<file path="src/rtl/game_speed_scheduler.sv">
// Run/pause/game-over sequencer with a periodic game tick whose period
// shortens by a fixed step every TICKS_PER_LEVEL ticks, floored at MIN_PERIOD.
module game_speed_scheduler #(
    parameter int CNT_W           = 28,
    parameter int START_PERIOD    = 200000,
    parameter int MIN_PERIOD      = 100000,
    parameter int PERIOD_STEP     = 20000,
    parameter int TICKS_PER_LEVEL = 10000
) (
    input  logic             clk,
    input  logic             rst_n,
    input  logic             start_btn,
    input  logic             pause_btn,
    input  logic             collide,
    output logic             tick,
    output logic [CNT_W-1:0] period,
    output logic [2:0]       level,
    output logic [1:0]       state,
    output logic             game_over
);

    typedef enum logic [1:0] {
        S_IDLE  = 2'b00,
        S_RUN   = 2'b01,
        S_PAUSE = 2'b10,
        S_OVER  = 2'b11
    } state_t;

    localparam logic [CNT_W-1:0] START_P  = CNT_W'(START_PERIOD);
    localparam logic [CNT_W:0]   MIN_P_W  = (CNT_W+1)'(MIN_PERIOD);
    localparam logic [CNT_W-1:0] MIN_P    = CNT_W'(MIN_PERIOD);
    localparam logic [CNT_W:0]   STEP_W   = (CNT_W+1)'(PERIOD_STEP);
    localparam logic [14:0]      TPL_LAST = 15'(TICKS_PER_LEVEL - 1);

    state_t           cur_state, nxt_state;
    logic             start_q, pause_q;
    logic             start_rise, pause_rise;
    logic             counting, reinit;
    logic [CNT_W-1:0] counter, counter_d;
    logic [14:0]      tick_cnt, tick_cnt_d;
    logic [CNT_W-1:0] period_d;
    logic [2:0]       level_d;
    logic             tick_d;
    logic [CNT_W:0]   period_dec;

    assign start_rise = start_btn & ~start_q;
    assign pause_rise = pause_btn & ~pause_q;
    assign period_dec = {1'b0, period} - STEP_W;
    assign state      = cur_state;

    // The resume edge performs the count step the pausing edge skipped,
    // so the total RUN time between ticks stays exactly 'period'.
    assign counting = ((cur_state == S_RUN) && !collide && !pause_rise) ||
                      ((cur_state == S_PAUSE) && pause_rise);
    assign reinit   = ((cur_state == S_IDLE) || (cur_state == S_OVER)) && start_rise;

    always_ff @(posedge clk or negedge rst_n) begin
        if (!rst_n) begin
            cur_state <= S_IDLE;
            game_over <= 1'b0;
        end else begin
            cur_state <= nxt_state;
            game_over <= (nxt_state == S_OVER);
        end
    end

    always_comb begin
        nxt_state = cur_state;
        case (cur_state)
            S_IDLE:  if (start_rise) nxt_state = S_RUN;
            S_RUN: begin
                if (collide)         nxt_state = S_OVER;
                else if (pause_rise) nxt_state = S_PAUSE;
            end
            S_PAUSE: if (pause_rise) nxt_state = S_RUN;
            S_OVER:  if (start_rise) nxt_state = S_RUN;
            default: nxt_state = S_IDLE;
        endcase
    end

    always_comb begin
        counter_d  = counter;
        tick_cnt_d = tick_cnt;
        period_d   = period;
        level_d    = level;
        tick_d     = 1'b0;
        if (cur_state == S_IDLE) counter_d = '0;
        if (reinit) begin
            counter_d  = '0;
            tick_cnt_d = '0;
            period_d   = START_P;
            level_d    = '0;
        end else if (counting) begin
            if (counter == period - CNT_W'(1)) begin
                counter_d = '0;
                tick_d    = 1'b1;
                if (tick_cnt == TPL_LAST) begin
                    tick_cnt_d = '0;
                    if (!period_dec[CNT_W] && (period_dec >= MIN_P_W)) begin
                        period_d = period_dec[CNT_W-1:0];
                        level_d  = (level == 3'd7) ? level : level + 3'd1;
                    end else if (period != MIN_P) begin
                        period_d = MIN_P;
                        level_d  = (level == 3'd7) ? level : level + 3'd1;
                    end
                end else begin
                    tick_cnt_d = tick_cnt + 15'd1;
                end
            end else begin
                counter_d = counter + CNT_W'(1);
            end
        end
    end

    // Button history resets high so a button held through reset makes no edge.
    always_ff @(posedge clk or negedge rst_n) begin
        if (!rst_n) begin
            start_q  <= 1'b1;
            pause_q  <= 1'b1;
            counter  <= '0;
            tick_cnt <= '0;
            period   <= START_P;
            level    <= '0;
            tick     <= 1'b0;
        end else begin
            start_q  <= start_btn;
            pause_q  <= pause_btn;
            counter  <= counter_d;
            tick_cnt <= tick_cnt_d;
            period   <= period_d;
            level    <= level_d;
            tick     <= tick_d;
        end
    end

endmodule

</file>
<file path="config.mk">
export PLATFORM = sky130hd
export DESIGN_NAME = game_speed_scheduler
export DESIGN_NICKNAME = d
export VERILOG_FILES = /design/src/rtl/game_speed_scheduler.sv
export SDC_FILE = /design/constraint.sdc
export NUM_CORES = 1
export LEC_CHECK = 0
export BUFFER_PORTS_ARGS = -buffer_cell sky130_fd_sc_hd__buf_4
export CAP_MARGIN = 20
export CELL_PAD_IN_SITES_DETAIL_PLACEMENT = 0
export CELL_PAD_IN_SITES_GLOBAL_PLACEMENT = 1
export CORE_MARGIN = 5
export CORE_UTILIZATION = 50
export DETAILED_ROUTE_END_ITERATION = 8
export GPL_TIMING_DRIVEN = 1
export PLACE_DENSITY_LB_ADDON = 0.15
export SLEW_MARGIN = 20
export SYNTH_ARGS = -nofsm -noshare
export SYNTH_HDL_FRONTEND = slang
export SYNTH_SLANG_ARGS = --single-unit
</file>
<file path="constraint.sdc">
create_clock -name clk -period 9.4 [get_ports clk]
set_clock_uncertainty 0.2 [all_clocks]
set_input_delay 1.88 -clock clk [delete_from_list [all_inputs] [get_ports clk]]
set_output_delay 1.88 -clock clk [all_outputs]
set_load 0.01 [all_outputs]
</file>
==> metrics <==
die height between 100 and 150 µm; Pwr Total 1.05 mW; ratio of cells with drive above 1 in the final layout 14.1%; DRT antenna net count 0; drt drc 0; flops & latches, synth 75; WP data required 9.47 ns; max-slew violation count 0; Post-CTS Resized 0; Core Box Area 10800 µm²; Distinct cells, synth 81; ANT cells 0; Period minus WS final 4.31 ns; setup bufs post-CTS 0; CTS Buf Count 9; DR pass1 iterations 5; RSZ-0062 raised after global routing false; 1st-iter DRT viols 453; vias per inst 6.52; Max FO, Critical Path 14; CTS Buffer Depth 2; Max-slew headroom 30.5%; Seq/Total Area, Yosys between 30% and 40%; number of synthesized flops with an enable pin 0; Arr. time, crit path 4.38 ns; Cell Area, Synth around 5500 µm²; Final GP Congestion 0.881; clk sinks between 70 and 80; CP max stage cell a21oi_1; Max IR drop VDD 0.129 mV; Starting Density 51.0%; CTS tree done; status finished clean; P_leak 2.37 nW; initial antenna violation count 0; DIE WIDTH 115 µm; Hold Crit Class register to register; CP endpoint kind register; nets 671; final hold violation count 0; Vias 5212; CTS H-tree depth 3; IO Pins 40; hold buffers post-CTS 0; crit path cell chain inv_1, ha_1, nor3b_2, nor2_1, a2111oi_0, o32a_1, nor4_1, a21oi_1, nand3_2, o31ai_1; commonest cells in the synthesized netlist dfrtp_1, nand2_1, a21oi_1; Synth top area share a little under a third; largest net degree at the start of global routing between 70 and 80; vias in the first global route 4850; gr ovfl total 0; port buffer count 34; Max-Cap Viols 0; Crit Path Class register to register; final-report setup violation count 0; count leader, synth dfrtp_1; clk root buf clkbuf_8; Syn Area/Cell 8.42 µm²; die area approximately 13000 µm²; worst-margin pin slew 1.04 ns; top post-synthesis cells by area dfrtp_1, a21oi_1, a31oi_1; clock slew at reported path FFs 0.08 ns; drt wl/cell 18.5 µm; asr flop ratio synth 100%; first-pass GRT wire length ~25000 µm; Yosys top cell by area dfrtp_1; Most used DFF post-synth dfrtp_1; P&R area growth vs syn 7.39%; row count 38; Final period util 45.9%; worst skew pair latency 0.36 ns; Critical Path Source Type register; FMAX 232 MHz; setup TNS 0 ns; Mapped Cells approximately 650; Post-DP HPWL 10400 µm; routed wire length between 10000 and 15000 µm; Power Density ~180 nW/µm²; Max stage delay on crit path 0.84 ns; Overall Global Routing Usage 23.1%; Synth Warn # 0
power breakdown:
part	switching (mW)	total (mW)	internal, mW
clock network	0.126	0.237	0.111
registers	0.0457	0.400	0.354
logic	0.259	0.413	0.153
total	0.431	1.05	0.619
worst paths after layout:
check	to	start	cells after the start	slack, ns
worst min-delay path	tick_cnt[1]	tick_cnt[1]	2	0.34
min in group asynchronous	period[20]	rst_n	1	1.26
max in group asynchronous	pause_q	rst_n	2	7.09
worst max register to register	period[24]	period[5]	10	5.09
worst max-delay path	period[24]	period[5]	10	5.09
worst min register to register	tick_cnt[1]	tick_cnt[1]	2	0.34
per-stage QoR:
step | instances | hold slack (ns) | cell area, µm² | utilization [%] | worst slack [ns]
2_1_floorplan | 658 | 0.290 | 5520 | - | 5.46
5_1_grt | 799 | 0.366 | 5910 | 54.8 | 4.68
4_1_cts | 797 | 0.340 | 5860 | 54.3 | 4.69
6_report | 799 | 0.340 | 5910 | 54.8 | 5.09
3_5_place_dp | 781 | 0.328 | 5680 | 52.6 | 4.73
3_3_place_gp | 781 | 0.316 | 5680 | 52.6 | 4.91
flip-flops by register name, indices dropped and copies added (netlist names):
signal and flops:
start_q 1, game_over 1, period 23, tick 1, pause_q 1, counter 28, tick_cnt 15, state 2
level 3
worst max-delay path: cells and delay by family, from the launching register on:
kind,cells,cell delay (ns)
AOI/OAI and AO/OA,4,1.91
and+or+nand+nor,4,1.13
DFF,1,0.51
adders and majority gates,1,0.33
buffers and inverters,1,0.13
area by class of cell:
| class | count | area, µm² |
|---|---|---|
| fill | 1013 | 4880 |
| multi-input combinational | 511 | 3280 |
| sequential | 75 | 1890 |
| timing repair buffer | 39 | 325 |
| tap | 140 | 175 |
| clock buffer | 13 | 159 |
| inverter | 18 | 67.6 |
| clock inverter | 3 | 21.3 |
metal layers:
| layer | vias up | GRT usage [%] | part of all wire, % |
|---|---|---|---|
| met5 | - | 0 | 0 |
| met4 | 0 | 8.76 | 2.5 |
| met3 | 36 | 4.26 | 7.7 |
| met2 | 228 | 34.9 | 45 |
| met1 | 2487 | 32.9 | 45 |
| li1 | 2461 | - | - |
placed cells by master, fill, tap and decap left out, drive strengths merged, types with 16 or more instances in the layout:
master,synthesis,routed
nand3,30,30
o21ai,35,35
dfrtp,67,67
and3,17,17
or3,20,20
nor4,21,21
inv,18,19
a31oi,35,35
nor3,16,16
buf,13,39
nand4,16,16
xnor2,22,22
a21oi,50,50
nor2,37,37
nand2,54,54
logic make-up after synthesis:
group	after synthesis	synth area share, %
AO/OA/AOI/OAI	198	24.0
XOR/XNOR	29	4.61
adder cells (fa/ha/maj)	12	2.73
buffers and inverters	72	6.77
flip-flops	75	34.3
multiplexers	5	0.977
other	1	0.0681
AND/OR/NAND/NOR	262	26.5
(Power assumes the default switching activity.)
